File: config.mk
export PLATFORM = sky130hd
export DESIGN_NAME = dspl_capture_nexysa7
export DESIGN_NICKNAME = d
export VERILOG_FILES = /design/src/rtl/dspl_pkg.sv /design/src/rtl/seg7_to_hex.sv /design/src/rtl/dspl_capture_nexysa7.sv
export SDC_FILE = /design/constraint.sdc
export NUM_CORES = 1
export LEC_CHECK = 0
export ABC_CLOCK_PERIOD_IN_PS = 5420
export CAP_MARGIN = 20
export CORE_ASPECT_RATIO = 0.7
export CORE_UTILIZATION = 33
export DETAILED_ROUTE_END_ITERATION = 7
export PLACE_DENSITY_LB_ADDON = 0.1
export SLEW_MARGIN = 40
export SYNTH_ARGS = -nofsm -noshare
export SYNTH_HDL_FRONTEND = slang
export SYNTH_SLANG_ARGS = --single-unit
File: constraint.sdc
create_clock -name clk -period 5.42 [get_ports clk]
set_clock_uncertainty 0.05 [all_clocks]
set_input_delay 1.084 -clock clk [delete_from_list [all_inputs] [get_ports clk]]
set_output_delay 1.084 -clock clk [all_outputs]
set_load 0.005 [all_outputs]
File: src/rtl/dspl_pkg.sv
// -----------------------------------------------------------------------------
// dspl_pkg
// Shared types and constants for the 8-digit seven-segment display path
// (driver and capture sides).
//   digit_t     : {en, hex[3:0], dp}, one display digit
//   seg_dec_t   : result of a segment-pattern decode {valid, blank, hex[3:0]}
//   cap_state_t : capture-side activity state (blanked / scanning)
//   SEG_*       : active-high {a,b,c,d,e,f,g} glyphs for 0..F plus SEG_BLANK
// -----------------------------------------------------------------------------
package dspl_pkg;

  localparam int NUM_DIGITS = 8;
  localparam int IDX_W      = $clog2(NUM_DIGITS);

  typedef struct packed {
    logic       en;
    logic [3:0] hex;
    logic       dp;
  } digit_t;

  typedef struct packed {
    logic       valid;  // pattern is one of the 16 glyphs or all-off
    logic       blank;  // all segments off
    logic [3:0] hex;
  } seg_dec_t;

  typedef enum logic {
    ST_BLANK  = 1'b0,
    ST_ACTIVE = 1'b1
  } cap_state_t;

  // Segment order {a,b,c,d,e,f,g}, 1 = segment lit.
  localparam logic [6:0] SEG_0     = 7'h7E;
  localparam logic [6:0] SEG_1     = 7'h30;
  localparam logic [6:0] SEG_2     = 7'h6D;
  localparam logic [6:0] SEG_3     = 7'h79;
  localparam logic [6:0] SEG_4     = 7'h33;
  localparam logic [6:0] SEG_5     = 7'h5B;
  localparam logic [6:0] SEG_6     = 7'h5F;
  localparam logic [6:0] SEG_7     = 7'h70;
  localparam logic [6:0] SEG_8     = 7'h7F;
  localparam logic [6:0] SEG_9     = 7'h7B;
  localparam logic [6:0] SEG_A     = 7'h77;
  localparam logic [6:0] SEG_B     = 7'h1F;
  localparam logic [6:0] SEG_C     = 7'h4E;
  localparam logic [6:0] SEG_D     = 7'h3D;
  localparam logic [6:0] SEG_E     = 7'h4F;
  localparam logic [6:0] SEG_F     = 7'h47;
  localparam logic [6:0] SEG_BLANK = 7'h00;

  // True when exactly one bit of v is set.
  function automatic logic is_onehot(input logic [NUM_DIGITS-1:0] v);
    logic [NUM_DIGITS-1:0] one;
    one = {{(NUM_DIGITS-1){1'b0}}, 1'b1};
    return (v != '0) && ((v & (v - one)) == '0);
  endfunction

  // Bit position of the (single) set bit; only meaningful when is_onehot(v).
  function automatic logic [IDX_W-1:0] onehot_index(input logic [NUM_DIGITS-1:0] v);
    logic [IDX_W-1:0] idx;
    idx = '0;
    for (int i = 0; i < NUM_DIGITS; i++) begin
      if (v[i]) idx = IDX_W'(i);
    end
    return idx;
  endfunction

endpackage

File: src/rtl/seg7_to_hex.sv
// -----------------------------------------------------------------------------
// seg7_to_hex
// Combinational decode of an active-high {a,b,c,d,e,f,g} segment pattern back
// to a hex nibble.
//   seg  in  7  segment pattern, 1 = lit
//   dec  out    {valid, blank, hex}; valid = glyph or all-off, blank = all-off
// -----------------------------------------------------------------------------
module seg7_to_hex
  import dspl_pkg::*;
(
  input  logic [6:0] seg,
  output seg_dec_t   dec
);

  always_comb begin
    dec.valid = 1'b1;
    dec.blank = 1'b0;
    dec.hex   = 4'h0;
    case (seg)
      SEG_0:     dec.hex = 4'h0;
      SEG_1:     dec.hex = 4'h1;
      SEG_2:     dec.hex = 4'h2;
      SEG_3:     dec.hex = 4'h3;
      SEG_4:     dec.hex = 4'h4;
      SEG_5:     dec.hex = 4'h5;
      SEG_6:     dec.hex = 4'h6;
      SEG_7:     dec.hex = 4'h7;
      SEG_8:     dec.hex = 4'h8;
      SEG_9:     dec.hex = 4'h9;
      SEG_A:     dec.hex = 4'hA;
      SEG_B:     dec.hex = 4'hB;
      SEG_C:     dec.hex = 4'hC;
      SEG_D:     dec.hex = 4'hD;
      SEG_E:     dec.hex = 4'hE;
      SEG_F:     dec.hex = 4'hF;
      SEG_BLANK: dec.blank = 1'b1;
      default:   dec.valid = 1'b0;
    endcase
  end

endmodule

File: src/rtl/dspl_capture_nexysa7.sv
// -----------------------------------------------------------------------------
// dspl_capture_nexysa7
// Receive side of the multiplexed 8-digit Nexys A7 seven-segment bus. Watches
// the anode/cathode scan, waits for each digit to settle, decodes it and
// rebuilds the eight {en, hex, dp} digit codes. A frame is published whenever
// a digit position repeats; a long silence blanks everything.
//
// Parameters
//   SETTLE   identical consecutive samples needed before a digit is accepted
//   TIMEOUT  cycles without an accepted digit before outputs are blanked
// Ports
//   clk        in   1  system clock
//   rst        in   1  synchronous reset, active-high
//   an         in   8  anodes, active-low; an[7] = d1 (leftmost) .. an[0] = d8
//   dec_cat    in   8  {a,b,c,d,e,f,g,dp}, active-low
//   d1..d8     out  6  captured digits {en, hex[3:0], dp}
//   frame_vld  out  1  one-cycle pulse coincident with a d1..d8 update
//   blank      out  1  high while no scan activity (timeout state)
//   seg_err    out  1  sticky undecodable-pattern flag
// Build option
//   DSPL_CAP_ERR_EN  when defined, a non-glyph pattern raises seg_err and is
//                    stored as en = 0, hex = 0; otherwise it is stored as
//                    en = 1, hex = F and seg_err stays 0.
// -----------------------------------------------------------------------------
module dspl_capture_nexysa7
  import dspl_pkg::*;
#(
  parameter int SETTLE  = 4,
  parameter int TIMEOUT = 200000
) (
  input  logic       clk,
  input  logic       rst,
  input  logic [7:0] an,
  input  logic [7:0] dec_cat,
  output logic [5:0] d1,
  output logic [5:0] d2,
  output logic [5:0] d3,
  output logic [5:0] d4,
  output logic [5:0] d5,
  output logic [5:0] d6,
  output logic [5:0] d7,
  output logic [5:0] d8,
  output logic       frame_vld,
  output logic       blank,
  output logic       seg_err
);

  localparam int SW = $clog2(SETTLE + 1);
  localparam int TW = $clog2(TIMEOUT + 1);
  localparam logic [SW-1:0] SETTLE_MAX  = SW'(SETTLE);
  localparam logic [TW-1:0] TIMEOUT_MAX = TW'(TIMEOUT);

  // Sample stage and the sample before it.
  logic [7:0]            an_q, an_d;
  logic [7:0]            cat_q, cat_d;
  logic [7:0]            prev_an_q, prev_an_d;
  logic [7:0]            prev_cat_q, prev_cat_d;

  logic [SW-1:0]         settle_q, settle_d;
  logic [TW-1:0]         tmo_q, tmo_d;

  digit_t                shadow_q [NUM_DIGITS];
  digit_t                shadow_d [NUM_DIGITS];
  digit_t                disp_q   [NUM_DIGITS];
  digit_t                disp_d   [NUM_DIGITS];
  digit_t                frame_view [NUM_DIGITS];
  logic [NUM_DIGITS-1:0] seen_q, seen_d;
  logic                  frame_vld_q, frame_vld_d;
  cap_state_t            state_q, state_d;

  logic [7:0]            an_low;
  logic                  candidate;
  logic                  same_sample;
  logic                  accept;
  logic [IDX_W-1:0]      acc_idx;
  logic [6:0]            seg_pat;
  seg_dec_t              seg_dec;
  digit_t                acc_digit;

`ifdef DSPL_CAP_ERR_EN
  logic                  seg_err_q, seg_err_d;
  logic                  acc_bad;
`endif

  // ---------------------------------------------------------------------------
  // Sample stage: everything downstream only looks at registered copies.
  // ---------------------------------------------------------------------------
  always_comb begin
    an_d       = an;
    cat_d      = dec_cat;
    prev_an_d  = an_q;
    prev_cat_d = cat_q;
  end

  // ---------------------------------------------------------------------------
  // Settle counter. A non-candidate sample (no anode or several anodes low)
  // clears it; a changed candidate restarts at 1. Saturating at SETTLE means
  // the "reaches SETTLE" condition fires once per dwell.
  // ---------------------------------------------------------------------------
  always_comb begin
    an_low      = ~an_q;
    candidate   = is_onehot(an_low);
    same_sample = (an_q == prev_an_q) && (cat_q == prev_cat_q);
    settle_d    = '0;
    accept      = 1'b0;
    if (candidate) begin
      if (!same_sample) begin
        settle_d = SW'(1);
        accept   = (SETTLE_MAX == SW'(1));
      end else if (settle_q != SETTLE_MAX) begin
        settle_d = settle_q + SW'(1);
        accept   = (settle_d == SETTLE_MAX);
      end else begin
        settle_d = settle_q;
      end
    end
  end

  // ---------------------------------------------------------------------------
  // Digit decode of the current sample.
  // ---------------------------------------------------------------------------
  assign seg_pat = ~cat_q[7:1];

  seg7_to_hex u_seg7_to_hex (
    .seg (seg_pat),
    .dec (seg_dec)
  );

  always_comb begin
    acc_idx       = onehot_index(an_low);
    acc_digit.dp  = ~cat_q[0];
    acc_digit.en  = 1'b0;
    acc_digit.hex = 4'h0;
`ifdef DSPL_CAP_ERR_EN
    acc_bad       = 1'b0;
`endif
    if (seg_dec.blank) begin
      acc_digit.en  = 1'b0;
    end else if (seg_dec.valid) begin
      acc_digit.en  = 1'b1;
      acc_digit.hex = seg_dec.hex;
    end else begin
`ifdef DSPL_CAP_ERR_EN
      acc_bad       = 1'b1;
`else
      acc_digit.en  = 1'b1;
      acc_digit.hex = 4'hF;
`endif
    end
  end

  // Published view of the shadow: slots not written this frame read as zero.
  genvar gi;
  generate
    for (gi = 0; gi < NUM_DIGITS; gi++) begin : g_view
      assign frame_view[gi] = seen_q[gi] ? shadow_q[gi] : '0;
    end
  endgenerate

  // ---------------------------------------------------------------------------
  // Frame assembly, timeout and activity state (next-state logic).
  // ---------------------------------------------------------------------------
  always_comb begin
    shadow_d    = shadow_q;
    disp_d      = disp_q;
    seen_d      = seen_q;
    frame_vld_d = 1'b0;
    state_d     = state_q;
    tmo_d       = tmo_q;
`ifdef DSPL_CAP_ERR_EN
    seg_err_d   = seg_err_q;
`endif
    if (accept) begin
      // Accept wins over a simultaneous timeout.
      tmo_d   = '0;
      state_d = ST_ACTIVE;
      // A position seen twice means the scan wrapped: publish and restart.
      if (seen_q[acc_idx]) begin
        disp_d      = frame_view;
        frame_vld_d = 1'b1;
        seen_d      = '0;
        for (int i = 0; i < NUM_DIGITS; i++) begin
          shadow_d[i] = '0;
        end
      end
      seen_d[acc_idx]   = 1'b1;
      shadow_d[acc_idx] = acc_digit;
`ifdef DSPL_CAP_ERR_EN
      if (acc_bad) seg_err_d = 1'b1;
`endif
    end else if (tmo_q != TIMEOUT_MAX) begin
      tmo_d = tmo_q + TW'(1);
      if (tmo_d == TIMEOUT_MAX) begin
        for (int i = 0; i < NUM_DIGITS; i++) begin
          disp_d[i] = '0;
        end
        seen_d      = '0;
        state_d     = ST_BLANK;
        // Only announce the transition into blank, not a repeat of it.
        frame_vld_d = (state_q == ST_ACTIVE);
      end
    end
  end

  // ---------------------------------------------------------------------------
  // State registers.
  // ---------------------------------------------------------------------------
  always_ff @(posedge clk) begin
    if (rst) begin
      an_q        <= 8'hFF;
      cat_q       <= 8'hFF;
      prev_an_q   <= 8'hFF;
      prev_cat_q  <= 8'hFF;
      settle_q    <= '0;
      tmo_q       <= '0;
      seen_q      <= '0;
      frame_vld_q <= 1'b0;
      state_q     <= ST_BLANK;
      for (int i = 0; i < NUM_DIGITS; i++) begin
        shadow_q[i] <= '0;
        disp_q[i]   <= '0;
      end
`ifdef DSPL_CAP_ERR_EN
      seg_err_q   <= 1'b0;
`endif
    end else begin
      an_q        <= an_d;
      cat_q       <= cat_d;
      prev_an_q   <= prev_an_d;
      prev_cat_q  <= prev_cat_d;
      settle_q    <= settle_d;
      tmo_q       <= tmo_d;
      seen_q      <= seen_d;
      frame_vld_q <= frame_vld_d;
      state_q     <= state_d;
      for (int i = 0; i < NUM_DIGITS; i++) begin
        shadow_q[i] <= shadow_d[i];
        disp_q[i]   <= disp_d[i];
      end
`ifdef DSPL_CAP_ERR_EN
      seg_err_q   <= seg_err_d;
`endif
    end
  end

  // ---------------------------------------------------------------------------
  // Outputs: slot 7 is the leftmost digit d1.
  // ---------------------------------------------------------------------------
  assign d1        = disp_q[7];
  assign d2        = disp_q[6];
  assign d3        = disp_q[5];
  assign d4        = disp_q[4];
  assign d5        = disp_q[3];
  assign d6        = disp_q[2];
  assign d7        = disp_q[1];
  assign d8        = disp_q[0];
  assign frame_vld = frame_vld_q;
  assign blank     = (state_q == ST_BLANK);
`ifdef DSPL_CAP_ERR_EN
  assign seg_err   = seg_err_q;
`else
  assign seg_err   = 1'b0;
`endif

endmodule

# [Word level (Yosys, flattened, before mapping)]
# Cells that the tools add are included.
[word_totals] reg_bits=159 in_bits=18 output_inout_bits=51 word_cells=164
[classes] add_sub_neg=3 magnitude_cmp=4 n_eq_ne=24 muxes=51 bitwise_logic=9 reduce_logical=15
[ops] op="48-bit two-way mux" n=6
[ops] op="7-bit equality test, second input constant" n=12
[ops] op="4-bit one-hot mux with 15 select lines" n=1
[ops] op="6-bit two-way mux" n=9
[ops] op="48-bit bitwise mux" n=1
[ops] op="8-bit two-way mux" n=5
[ops] op="7-bit by 6-bit equality test with 1-bit output, second input constant" n=3
[ops] op="18-bit by 1-bit adder with 18-bit output, second input constant" n=1
[ops] op="6-bit demux with 3-bit select" n=1
[ops] op="18-bit equality test, second input constant" n=1
[ops] op="1-bit two-way mux" n=18
[ops] op="3-bit two-way mux" n=6
[ops] op="18-bit inequality test, second input constant" n=1
[ops] op="17-bit OR reduction" n=1
[ops] op="8-bit equality test" n=2
[ops] op="8-bit bitwise AND" n=1
[ops] op="8-bit zero test" n=1
[ops] op="4-bit two-way mux" n=2
[ops] op="8-bit NOT" n=1
[ops] op="8-bit OR" n=1
[ops] op="8-bit nonzero test" n=1
[ops] op="8-bit by 1-bit subtractor with 8-bit output, second input constant" n=1
[ops] op="7-bit by 5-bit equality test with 1-bit output, second input constant" n=1
[ops] op="7-bit zero test" n=1
[ops] op="other kinds (19)" n=28

# [Longest topological paths before layout]
# Gate-level depths: netlist of run 1.
[depth] word_depth=14 ltp_mapped=11 mapped_depth_nobuf=9

# [Cells and area by module]
# Synthesis of run 1 repeated with hierarchy kept, for this count alone.
[unflattened] hier_cells=705 hier_area_um2=6701.4
[by_module_without_submodules] mod="dspl_capture_nexysa7" instances=1 cells_per_inst=644 area_each_um2=6298.5
[by_module_without_submodules] mod="seg7_to_hex" instances=1 cells_per_inst=61 area_each_um2=402.9

# [Worst setup path after synthesis of run 1]
# Ideal clock, no wire load.
[synth_timing] path_kind="reg2reg" startpoint="register an_q[6]" endpoint="register shadow_q[32] in the netlist's numbering" setup_time_ns=0.130 arrival_time_ns=2.514 required_ns=5.240 setup_slack_ns=2.725 stages_incl_launch_ff=11 path_buffers=3 cell_sequence="dfxtp_1 > buf_2 > xor2_1 > nor4_1 > nand4_1 > or4_4 > buf_6 > or4_4 > buf_6 > nand4b_1 > o31ai_2"
[synth_via] elab_chain_len=9
[synth_lines] item="start, declared" line_no="dspl_capture_nexysa7.sv:54" source="logic [7:0] an_q, an_d;"
[synth_lines] item="start signal, assigned" line_no="dspl_capture_nexysa7.sv:227" source="an_q <= an_d;"
[synth_lines] item="8-bit NOT" line_no="dspl_capture_nexysa7.sv:101" source="an_low = ~an_q;"
[synth_lines] item="3-bit two-way mux (2 in a row)" line_no="dspl_pkg.sv:63" source="if (v[i]) idx = IDX_W'(i);"
[synth_lines] item="3-bit NOT with 4-bit output (implied by the code)" line_no="dspl_capture_nexysa7.sv:187" source="shadow_d[acc_idx] = acc_digit;"
[synth_lines] item="4-bit >= comparator (implied by the code) or 4-bit by 1-bit less-than comparator with 1-bit output (tied branches)" line_no="dspl_capture_nexysa7.sv:187"
[synth_lines] item="1-bit logical AND (implied by the code)" line_no="dspl_capture_nexysa7.sv:187"
[synth_lines] item="6-bit two-way mux (implied by the code)" line_no="dspl_capture_nexysa7.sv:187"
[synth_lines] item="6-bit demux with 3-bit select" line_no="dspl_capture_nexysa7.sv:187"
[synth_lines] item="48-bit bitwise mux" line_no="dspl_capture_nexysa7.sv:187"
[synth_lines] item="end signal, assigned by index" line_no="dspl_capture_nexysa7.sv:237" source="shadow_q[i] <= shadow_d[i];"
[synth_lines] item="end, declared" line_no="dspl_capture_nexysa7.sv:62" source="digit_t shadow_q [NUM_DIGITS];"
# Parallel ways exist; a longest one is shown, timed or not. The select of a mux whose other input is x is not followed.
# A chain may end at the register's enable or synchronous reset.

# [Worst setup path in the final report of run 1]
[layout_timing] startpoint="register cat_q[3]" endpoint="register disp_q, in the netlist d5[5]"
[layout_via] elab_chain_len=6
[layout_lines] item="start, declared" line_no="dspl_capture_nexysa7.sv:55" source="logic [7:0] cat_q, cat_d;"
[layout_lines] item="start signal, assigned" line_no="dspl_capture_nexysa7.sv:228" source="cat_q <= cat_d;"
[layout_lines] item="8-bit equality test (*)" line_no="dspl_capture_nexysa7.sv:103" source="same_sample = (an_q == prev_an_q) && (cat_q == prev_cat_q);"
[layout_lines] item="1-bit logical AND (*)" line_no="dspl_capture_nexysa7.sv:103"
[layout_lines] item="1-bit two-way mux (*)" line_no="dspl_capture_nexysa7.sv:107" source="if (!same_sample) begin"
[layout_lines] item="1-bit two-way mux (*)" line_no="dspl_capture_nexysa7.sv:106" source="if (candidate) begin"
[layout_lines] item="2-bit by 1-bit inequality test with 1-bit output (no line) or 2-bit nonzero test (tied branches)"
[layout_lines] item="3-bit AND reduction (no line)"
[layout_lines] item="end signal, assigned by index" line_no="dspl_capture_nexysa7.sv:238" source="disp_q[i] <= disp_d[i];"
[layout_lines] item="end, declared" line_no="dspl_capture_nexysa7.sv:64" source="digit_t disp_q [NUM_DIGITS];"
# Mark *: on every way between the ends. The rest lies on a longest branch, timed or not.

==> results.tsv, run 1 <==
stage	metric	value	unit
sta	WHS	0.417	ns
worst_setup_path	CP Capture Type	flip-flop	
global_route	Total GRT Usage	0.171	
cts	Root Buffer	clkbuf_16	
power	peak supply drop	180	µV
sta	worst-margin pin slew	0.715	ns
placed_design	HPWL after detailed placement	12000	µm
synthesis	synthesized instance count	730	
worst_setup_path	CP Launch Type	flip-flop	
floorplan	core box area	0.0199	mm²
power	Tot Pwr	2600	µW
floorplan	io pins	69	
placed_design	port buffer count	67	
floorplan	Rows	43	
synthesis	mapped cell area	0.00675	mm²
worst_setup_path	critical path class	reg2reg	
sta	max-slew violation count	0	
drt	vias post-DR	5563	
synthesis	syn avg cell area	9.25	µm²
global_route	GRT overflow	0	
drt	wirelength, routed	17400	µm
drt	DR pass1 iterations	6	
drt	Vias/cell	5.37	
sta	setup violators final	0	
cts	# resized after CTS	0	
floorplan	die area	0.0210	mm²
synthesis	Yosys top cell by area	dfxtp_1	
synthesis	EDFF count, synth	0	
cells_and_area	diodes inserted	0	
power	PwrDens	319	mW/mm²
synthesis	sequential area share after synthesis	0.471	
sta	setup tns final	0	ns
floorplan	die height	122	µm
worst_setup_path	cells along the critical path	xor2_1, nor4_1, nand4_1, nor4_1, buf_4, nand2_1, nor3_4, buf_4, a32o_1	
synthesis	post-synth cell types	65	
worst_setup_path	Worst EP arrival	3.74	ns
sta	RSZ-0062 raised after global routing	no	
synthesis	top post-synthesis cells by area	dfxtp_1, a32o_1, nand3_1	
power	Static Leak	0.00275	µW
synthesis	post-synth top area share	0.471	
floorplan	initial core utilization	0.339	
drt	DRC viols	0	
synthesis	Top FF cell, synth	dfxtp_1	
worst_setup_path	Worst Path Max Fanout	48	
sta	relative slew slack	0.520	
synthesis	most common cell in the netlist	dfxtp_1	
run	# Max-Cap Violations	0	
synthesis	asr flop ratio synth	0	
worst_setup_path	Slowest cell on crit path	dfxtp_1	
synthesis	Seq cells post-synth	159	
sta	final worst-path cycle share	0.632	
cts	CTS H-Tree Depth	4	
status	outcome	complete, no violations	
global_route	initial antenna violation count	0	
global_route	largest net degree at the start of global routing	69	
sta	Highest Clock Rate	292	MHz
cells_and_area	area grow syn2layout	20.6	%
cts	CTS max path bufs	2	
drt	1st-iter DRT viols	398	
worst_setup_path	worst stage delay on the critical path	0.67	ns
synthesis	Synth warnings	0	
placed_design	GPL Wtd Cong	0.841	
sta	Final Critical Period	3.42	ns
synthesis	syn_nets	754	
cts	later-pin clock latency in the skew report	0.42	ns
synthesis	top cells by count, synth	dfxtp_1, nand2_1, nand3_1	
drt	Detail Route Antenna Nets	0	
cts	Setup Buffers After CTS	0	
cts	# hold bufs at CTS	0	
global_route	first-pass GRT wire length	28200	µm
worst_setup_path	CP Data Required Time	5.73	ns
sta	final hold vios	0	
cells_and_area	Filler cells	1959	
floorplan	chip width	173	µm
global_route	number of global-route vias before repair	5214	
cts	clock-pin slew on the worst setup and hold paths	0.06	ns
cells_and_area	ratio of cells with drive above 1 in the final layout	0.116	
hold_path	hold crit path type	reg2reg	
cells_and_area	Final nets	778	
cts	clock tree from TritonCTS	done	
cts	CTS buffer count	17	
cts	Clock Sinks	159	
drt	WL/cell	16.8	µm
## cell type report
| cell class | instances | area, µm² | area share |
|---|---|---|---|
| multi-input combinational | 485 | 3220 | 0.395 |
| sequential | 159 | 3180 | 0.391 |
| timing repair buffer | 72 | 706 | 0.0866 |
| clock buffer | 18 | 439 | 0.0539 |
| tap | 270 | 338 | 0.0415 |
| clock inverter | 13 | 189 | 0.0232 |
| inverter | 19 | 71.3 | 0.00876 |
## kinds of logic (layout without fill, tap and decap cells)
kind of cell               Yosys count  count (layout)  synth area share
and+or+nand+nor                    293             293             0.246
muxes                                5               5           0.00760
other                                1               1          0.000555
AOI/OAI and AO/OA                  141             141             0.157
adders and majority gates            7               7            0.0126
buffers and inverters               86             122            0.0554
xor gates and xnor gates            38              38            0.0493
DFF                                159             159             0.471
## layout by cell type (no fill, tap or decap), types with 3 or more instances in the layout
cell / n
nor2b_1: 4
or2_2: 36
xnor2_1: 12
nor4_1: 8
and4b_1: 3
or3_1: 6
and2_1: 3
nand3b_1: 11
nor3_1: 10
clkinvlp_4: 4
nand3_1: 56
inv_1: 19
bufinv_16: 4
nor3b_1: 3
o31ai_2: 3
a31oi_1: 4
nand2_1: 56
ha_1: 6
dfxtp_1: 159
xor2_1: 26
nand2b_1: 7
nand4b_1: 16
nor2_1: 34
o22ai_1: 6
and4_1: 6
nand4_1: 15
clkdlybuf4s50_1: 66
clkbuf_16: 17
or4_1: 3
a32o_1: 48
a21oi_1: 44
buf_4: 6
o21ai_0: 14
mux2i_1: 4
## power breakdown
part / switching [µW] / total, µW / internal (µW)
clock network: 489 / 1270 / 783
registers: 27.8 / 1210 / 1180
logic: 65.9 / 113 / 47.4
## path summary, 6_finish.rpt
kind | start | to | slack [ns] | cells after the start
max | cat_q[3]$_SDFF_PP1_ | d5[5]$_SDFFE_PP0P_ | 2.00 | 9
min | shadow_q[3]$_SDFFE_PP0P_ | shadow_q[3]$_SDFFE_PP0P_ | 0.42 | 2
max reg2reg | cat_q[3]$_SDFF_PP1_ | d5[5]$_SDFFE_PP0P_ | 2.00 | 9
min reg2reg | shadow_q[3]$_SDFFE_PP0P_ | shadow_q[3]$_SDFFE_PP0P_ | 0.42 | 2
## through the flow
| stage | std cells | util | instance area [µm²] | setup WS, ns |
|---|---|---|---|---|
| floorplan | 730 | - | 6750 | 2.73 |
| global route | 1036 | 0.409 | 8140 | 1.71 |
| detailed placement | 1005 | 0.378 | 7520 | 2.02 |
| CTS | 1036 | 0.409 | 8140 | 2.01 |
| finish | 1036 | 0.409 | 8140 | 2.00 |
| global placement | 1005 | 0.377 | 7510 | 2.01 |
## per-layer routing
layer / vias up / share of wire / GRT usage
li1: 2689 / - / -
met1: 2671 / 0.51 / 0.248
met2: 181 / 0.42 / 0.244
met3: 22 / 0.059 / 0.0428
met4: 0 / 0.015 / 0.0597
met5: - / 0 / 0
## flip-flops by register name, summed over array words and instances (netlist names)
register / cells
shadow_q: 48
tmo_q: 18
an_q: 8
cat_q: 8
prev_an_q: 8
prev_cat_q: 8
seen_q: 8
d1: 6
d2: 6
d3: 6
d4: 6
d5: 6
d6: 6
d7: 6
d8: 6
settle_q: 3
frame_vld: 1
state_q: 1
## worst max-delay path, delay by kind of cell, from the launching register on
family | cells | cell delay, ns
and+or+nand+nor | 5 | 1.60
DFF | 1 | 0.67
buffers and inverters | 2 | 0.63
AOI/OAI and AO/OA | 1 | 0.24
xor gates and xnor gates | 1 | 0.12
Power figures use the tool's default switching activity.
==> inputs of run 2 (changes only) <==
--- a/config.mk
+++ b/config.mk
@@ -5,7 +5,7 @@
 export SDC_FILE = /design/constraint.sdc
 export NUM_CORES = 1
 export LEC_CHECK = 0
-export ABC_CLOCK_PERIOD_IN_PS = 5420
+export ABC_CLOCK_PERIOD_IN_PS = 3500
 export CAP_MARGIN = 20
 export CORE_ASPECT_RATIO = 0.7
 export CORE_UTILIZATION = 33
==> constraint.sdc (replaced) <==
create_clock -name clk -period 3.5 [get_ports clk]
set_clock_uncertainty 0.05 [all_clocks]
set_input_delay 0.7 -clock clk [delete_from_list [all_inputs] [get_ports clk]]
set_output_delay 0.7 -clock clk [all_outputs]
set_load 0.005 [all_outputs]
==> run 2 against run 1 <==
Worst hold slack gained 0.0016 ns. Non-clock buffer count grew 20. Sequential share of layout area shrank 0.79 points. Critical endpoint is now shadow_q[23]$_SDFFE_PP0P_. Combinational power grew 81%. Highest routed layer unchanged. Routed wire length grew 0.81%. Core utilization grew 0.84 points. Sequential cell count is the same. Cell count grew 2.0%.
==> results.tsv, run 2 (synthesis gave the netlist of run 1 again) <==
stage	metric	value	unit
placed_design	Setup WS pre-CTS	0.218	ns
worst_setup_path	R2R Setup Slk	0.29	ns
placed_design	port buffer count	67	
worst_setup_path	critical path class	reg2reg	
cells_and_area	commonest non-fill, non-tap cell in the layout	dfxtp_1	
sta	worst-margin pin slew	0.686	ns
floorplan	chip width	173	µm
placed_design	HPWL after detailed placement	12300	µm
sta	final worst-path cycle share	0.917	
global_route	number of global-route vias before repair	5455	
cts	CTS max path bufs	2	
sta	relative slew slack	0.542	
sta	max-slew violation count	0	
drt	vias post-DR	5557	
power	Static Leak	0.00287	µW
cts	clock-pin slew on the worst setup and hold paths	0.06	ns
global_route	largest net degree at the start of global routing	49	
drt	DR pass1 iterations	5	
cts	CTS buffer count	17	
drt	DRC viols	0	
cells_and_area	max FFs per register	48	
sta	RSZ-0062 raised after global routing	no	
cts	Root Buffer	clkbuf_16	
worst_setup_path	Worst Path Max Fanout	12	
cts	# resized after CTS	0	
worst_setup_path	worst reg2reg startpoint	an_q[7]$_SDFF_PP1_	
drt	wirelength, routed	17600	µm
placed_design	Placed Area	0.00767	mm²
cells_and_area	ratio of cells with drive above 1 in the final layout	0.139	
drt	WL/cell	16.6	µm
floorplan	die area	0.0210	mm²
cts	CTS H-Tree Depth	4	
power	peak supply drop	303	µV
cells_and_area	biggest regs	shadow_q: 48 flops, tmo_q: 18 flops	
drt	1st-iter DRT viols	373	
cells_and_area	commonest non-fill, non-tap cells in the layout	dfxtp_1, clkdlybuf4s50_1, nand3_1, nand2_1, a32o_1	
worst_setup_path	CP Launch Type	flip-flop	
power	PwrDens	484	mW/mm²
worst_setup_path	worst r2r dst	shadow_q[23]$_SDFFE_PP0P_	
cts	clock tree from TritonCTS	done	
sta	Final Critical Period	3.21	ns
floorplan	die height	122	µm
cells_and_area	area grow syn2layout	23.1	%
cts	Clock Sinks	159	
worst_setup_path	critical path depth	8	
global_route	first-pass GRT wire length	28900	µm
run	# Max-Cap Violations	0	
worst_setup_path	CP delay by family, top	simple AND/OR/NAND/NOR gates	
worst_setup_path	crit path from	an_q[7]$_SDFF_PP1_	
cts	# hold bufs at CTS	0	
hold_path	hold crit path type	reg2reg	
drt	Vias/cell	5.26	
global_route	initial antenna violation count	0	
placed_design	GPL Wtd Cong	0.873	
floorplan	io pins	69	
cells_and_area	Filler cells	1940	
sta	setup tns final	0	ns
sta	setup violators final	0	
status	outcome	complete, no violations	
worst_setup_path	crit path to	shadow_q[23]$_SDFFE_PP0P_	
worst_setup_path	Slowest cell on crit path	or4_4	
worst_setup_path	CP Data Required Time	3.72	ns
global_route	Total GRT Usage	0.174	
worst_setup_path	CP Capture Type	flip-flop	
worst_setup_path	worst path buffer plus inverter count	1	
floorplan	initial core utilization	0.339	
worst_setup_path	worst stage delay on the critical path	0.65	ns
global_route	GRT overflow	0	
cts	Setup Buffers After CTS	0	
cells_and_area	Final nets	798	
sta	Highest Clock Rate	311	MHz
cells_and_area	diodes inserted	0	
floorplan	Rows	43	
sta	final worst slack	0.289	ns
worst_setup_path	Worst EP arrival	3.43	ns
drt	Detail Route Antenna Nets	0	
cts	later-pin clock latency in the skew report	0.43	ns
worst_setup_path	cells along the critical path	xor2_1, nor4_1, nand4_1, buf_4, or4_4, or4_1, nand3_1, a21oi_1	
cells_and_area	design area	0.00831	mm²
sta	final hold vios	0	
floorplan	core box area	0.0199	mm²
hold_path	Hold Crit Start	shadow_q[7]$_SDFFE_PP0P_	
worst_setup_path	Reg2Reg Depth	8	
cells_and_area	largest reg by FF count	shadow_q	
## run 2: cell count changes in the layout (fill, tap and decap cells not counted), sizes merged
cell / change
inv: +4
clkinvlp: -4
clkinv: +1
clkbuf: +1
buf: +20
bufinv: -1
## run 2: cell type report
cell class	count	area (µm²)	share of cell area
clock buffer	19	453	0.0545
clock inverter	13	176	0.0212
inverter	19	71.3	0.00858
multi-input combinational	485	3210	0.386
sequential	159	3180	0.383
tap	270	338	0.0406
timing repair buffer	92	878	0.106
## run 2: per-layer routing
layer	wire, µm	GRT usage	up-vias
li1	-	-	2734
met5	0	0	-
met4	61	0.0398	0
met1	9240	0.246	2702
met2	7480	0.262	112
met3	797	0.0499	9
## run 2: worst min-delay path by stage
stage                                           end  slack [ns]  depth (start not counted)
after global placement           d1[4]$_SDFFE_PP0P_        0.40                          1
after global routing      shadow_q[13]$_SDFFE_PP0P_        0.44                          2
after CTS                        d5[3]$_SDFFE_PP0P_        0.42                          1
final                      shadow_q[7]$_SDFFE_PP0P_        0.42                          2
after detailed placement         d5[3]$_SDFFE_PP0P_        0.41                          1
after floorplan           shadow_q[36]$_SDFFE_PP0P_        0.39                          2
## run 2: worst min-delay path: cells and delay by family, from the launching register on
family | cells | cell delay (ns)
AO/OA/AOI/OAI | 1 | 0.05
flip-flops | 1 | 0.31
AND/OR/NAND/NOR | 1 | 0.06
## run 2: where the power goes
group	switching, µW	internal (µW)	total (µW)
sequential	26.2	1830	1860
clock	785	1180	1960
combinational	122	82.3	204
## run 2: through the flow
| step | power (µW) | utilization | hold WS, ns | std cells |
|---|---|---|---|---|
| after global placement | 2100 | 0.386 | 0.400 | 1024 |
| after global routing | 4170 | 0.418 | 0.436 | 1057 |
| final | 4020 | 0.418 | 0.418 | 1057 |
| after detailed placement | 2100 | 0.386 | 0.406 | 1024 |
| after floorplan | 2030 | - | 0.394 | 730 |
| after CTS | 4070 | 0.417 | 0.421 | 1056 |
==> inputs of run 3 (changes only) <==
--- a/config.mk
+++ b/config.mk
@@ -5,7 +5,7 @@
 export SDC_FILE = /design/constraint.sdc
 export NUM_CORES = 1
 export LEC_CHECK = 0
-export ABC_CLOCK_PERIOD_IN_PS = 3500
+export ABC_CLOCK_PERIOD_IN_PS = 3800
 export CAP_MARGIN = 20
 export CORE_ASPECT_RATIO = 0.7
 export CORE_UTILIZATION = 33
==> constraint.sdc (replaced) <==
create_clock -name clk -period 3.8 [get_ports clk]
set_clock_uncertainty 0.05 [all_clocks]
set_input_delay 0.76 -clock clk [delete_from_list [all_inputs] [get_ports clk]]
set_output_delay 0.76 -clock clk [all_outputs]
set_load 0.005 [all_outputs]
==> run 3 against run 2 <==
Sequential power down 8%. Highest routed layer unchanged. Total power down 12%. Sequential share of layout area increased by 0.85 points. Worst hold slack worse by 0.0049 ns. Fmax shrank 2.9%. Largest cell class unchanged. Die area stayed put. Global-route usage up 0.071 points. Largest power group is now registers. Cell count decreased by 1.5%. Design area down 2.2%.
==> results.tsv, run 3 (synthesis gave the netlist of run 1 again) <==
stage	metric	value	unit
cells_and_area	fin util	0.408	
sta	final worst-path cycle share	0.870	
power	switching share of power	0.244	
worst_setup_path	Most common cell on crit path	nor4_1	
cells_and_area	diodes inserted	0	
sta	Highest Clock Rate	302	MHz
cts	CTS buffer count	17	
global_route	initial antenna violation count	0	
cells_and_area	area grow syn2layout	20.4	%
cells_and_area	largest reg by FF count	shadow_q	
floorplan	io pins	69	
cells_and_area	final cell count without fillers	1041	
global_route	GRT overflow	0	
cells_and_area	biggest regs	shadow_q: 48 flops, tmo_q: 18 flops	
worst_setup_path	worst stage delay on the critical path	0.69	ns
cells_and_area	max FFs per register	48	
cts	Root Buffer	clkbuf_16	
sta	RSZ-0062 raised after global routing	no	
cells_and_area	commonest non-fill, non-tap cell in the layout	dfxtp_1	
cells_and_area	commonest non-fill, non-tap cells in the layout	dfxtp_1, clkdlybuf4s50_1, nand3_1, nand2_1, a32o_1	
power	peak supply drop	206	µV
cts	CTS max path bufs	2	
global_route	first-pass GRT wire length	28800	µm
status	outcome	complete, no violations	
cts	clock-pin slew on the worst setup and hold paths	0.06	ns
worst_setup_path	cells along the critical path	xor2_1, nor4_1, nand4_1, nor4_1, nand2_1, nor3_4, buf_12, a32o_1	
sta	Final Critical Period	3.31	ns
cells_and_area	area of the multi-input gates	0.00322	mm²
cts	CTS H-Tree Depth	4	
drt	DR pass1 iterations	5	
worst_setup_path	Worst Path Max Fanout	43	
power	sequential share of power	0.486	
drt	Detail Route Antenna Nets	0	
cells_and_area	sequential cell area	0.00318	mm²
drt	WL/cell	17.1	µm
sta	WHS	0.413	ns
power	Comb power frac	0.050	
placed_design	GPL Wtd Cong	0.834	
worst_setup_path	CP delay by family, top	simple AND/OR/NAND/NOR gates	
placed_design	port buffer count	67	
global_route	largest net degree at the start of global routing	61	
floorplan	core box area	0.0199	mm²
drt	1st-iter DRT viols	321	
sta	setup tns final	0	ns
cts	Setup Buffers After CTS	0	
cts	clock tree from TritonCTS	done	
power	Static Leak	0.00275	µW
placed_design	dpl cells	1009	
worst_setup_path	CP Launch Type	flip-flop	
drt	DRC viols	0	
sta	relative slew slack	0.510	
power	sw power	863	µW
placed_design	HPWL after detailed placement	12100	µm
sta	max-slew violation count	0	
cells_and_area	design area	0.00813	mm²
worst_setup_path	CP Capture Type	flip-flop	
sta	setup violators final	0	
drt	vias post-DR	5517	
global_route	Total GRT Usage	0.175	
placed_design	Placed Area	0.00756	mm²
cells_and_area	Filler cells	1946	
drt	Vias/cell	5.30	
cts	# resized after CTS	0	
worst_setup_path	Worst EP arrival	3.62	ns
floorplan	Rows	43	
hold_path	hold crit path type	reg2reg	
power	PwrDens	435	mW/mm²
drt	wirelength, routed	17800	µm
floorplan	die height	122	µm
cells_and_area	ratio of cells with drive above 1 in the final layout	0.121	
floorplan	chip width	173	µm
global_route	number of global-route vias before repair	5294	
cts	# hold bufs at CTS	0	
power	Int Pwr	2670	µW
floorplan	initial core utilization	0.339	
power	Clock Power Share	0.464	
cells_and_area	Final nets	782	
cts	Clock Sinks	159	
worst_setup_path	worst path buffer plus inverter count	1	
worst_setup_path	Slowest cell on crit path	dfxtp_1	
sta	worst-margin pin slew	0.729	ns
cts	later-pin clock latency in the skew report	0.43	ns
floorplan	die area	0.0210	mm²
run	# Max-Cap Violations	0	
sta	final hold vios	0	
worst_setup_path	critical path class	reg2reg	
worst_setup_path	CP Data Required Time	4.11	ns
-- run 3: final cells by class --
cell class / instances / share of cell area
Clock buffer: 18 / 0.0528
Sequential cell: 159 / 0.392
Tap cell: 270 / 0.0416
Timing Repair Buffer: 76 / 0.0936
Inverter: 19 / 0.00877
Clock inverter: 14 / 0.0162
Multi-Input combinational cell: 485 / 0.396
-- run 3: through the flow --
step	total power, µW	worst slack (ns)
5_1_grt	3670	0.126
2_1_floorplan	1870	1.11
3_3_place_gp	1930	0.596
3_5_place_dp	1930	0.526
4_1_cts	3570	0.503
6_report	3530	0.494
-- run 3: power by group through the flow --
| stage | clock (µW) | combinational [µW] | sequential (µW) |
|---|---|---|---|
| floorplan | 0 | 134 | 1730 |
| global placement | 0 | 172 | 1750 |
| detailed placement | 0 | 174 | 1760 |
| CTS | 1680 | 175 | 1720 |
| global route | 1750 | 194 | 1720 |
| finish | 1640 | 175 | 1720 |
-- run 3: per-layer routing --
metal | vias up | GRT usage | part of all wire
met5 | - | 0 | 0
met1 | 2661 | 0.251 | 0.51
met2 | 135 | 0.261 | 0.43
met4 | 0 | 0.0603 | 0.0093
li1 | 2706 | - | -
met3 | 15 | 0.0343 | 0.046
-- run 3: worst paths after layout --
path	from	to	slack [ns]	depth (start not counted)
worst max-delay path	cat_q[6]$_SDFF_PP1_	d6[0]$_SDFFE_PP0P_	0.49	8
worst min-delay path	d3[0]$_SDFFE_PP0P_	d3[0]$_SDFFE_PP0P_	0.41	1
worst max register to register	cat_q[6]$_SDFF_PP1_	d6[0]$_SDFFE_PP0P_	0.49	8
worst min register to register	d3[0]$_SDFFE_PP0P_	d3[0]$_SDFFE_PP0P_	0.41	1
-- run 3: worst reg2reg max path, cell delays in order, from the launching register on --
cell     delay [ns]
dfxtp_1        0.69
xor2_1         0.14
nor4_1         0.37
nand4_1        0.28
nor4_1         0.42
nand2_1        0.40
nor3_4         0.40
buf_12         0.26
a32o_1         0.24
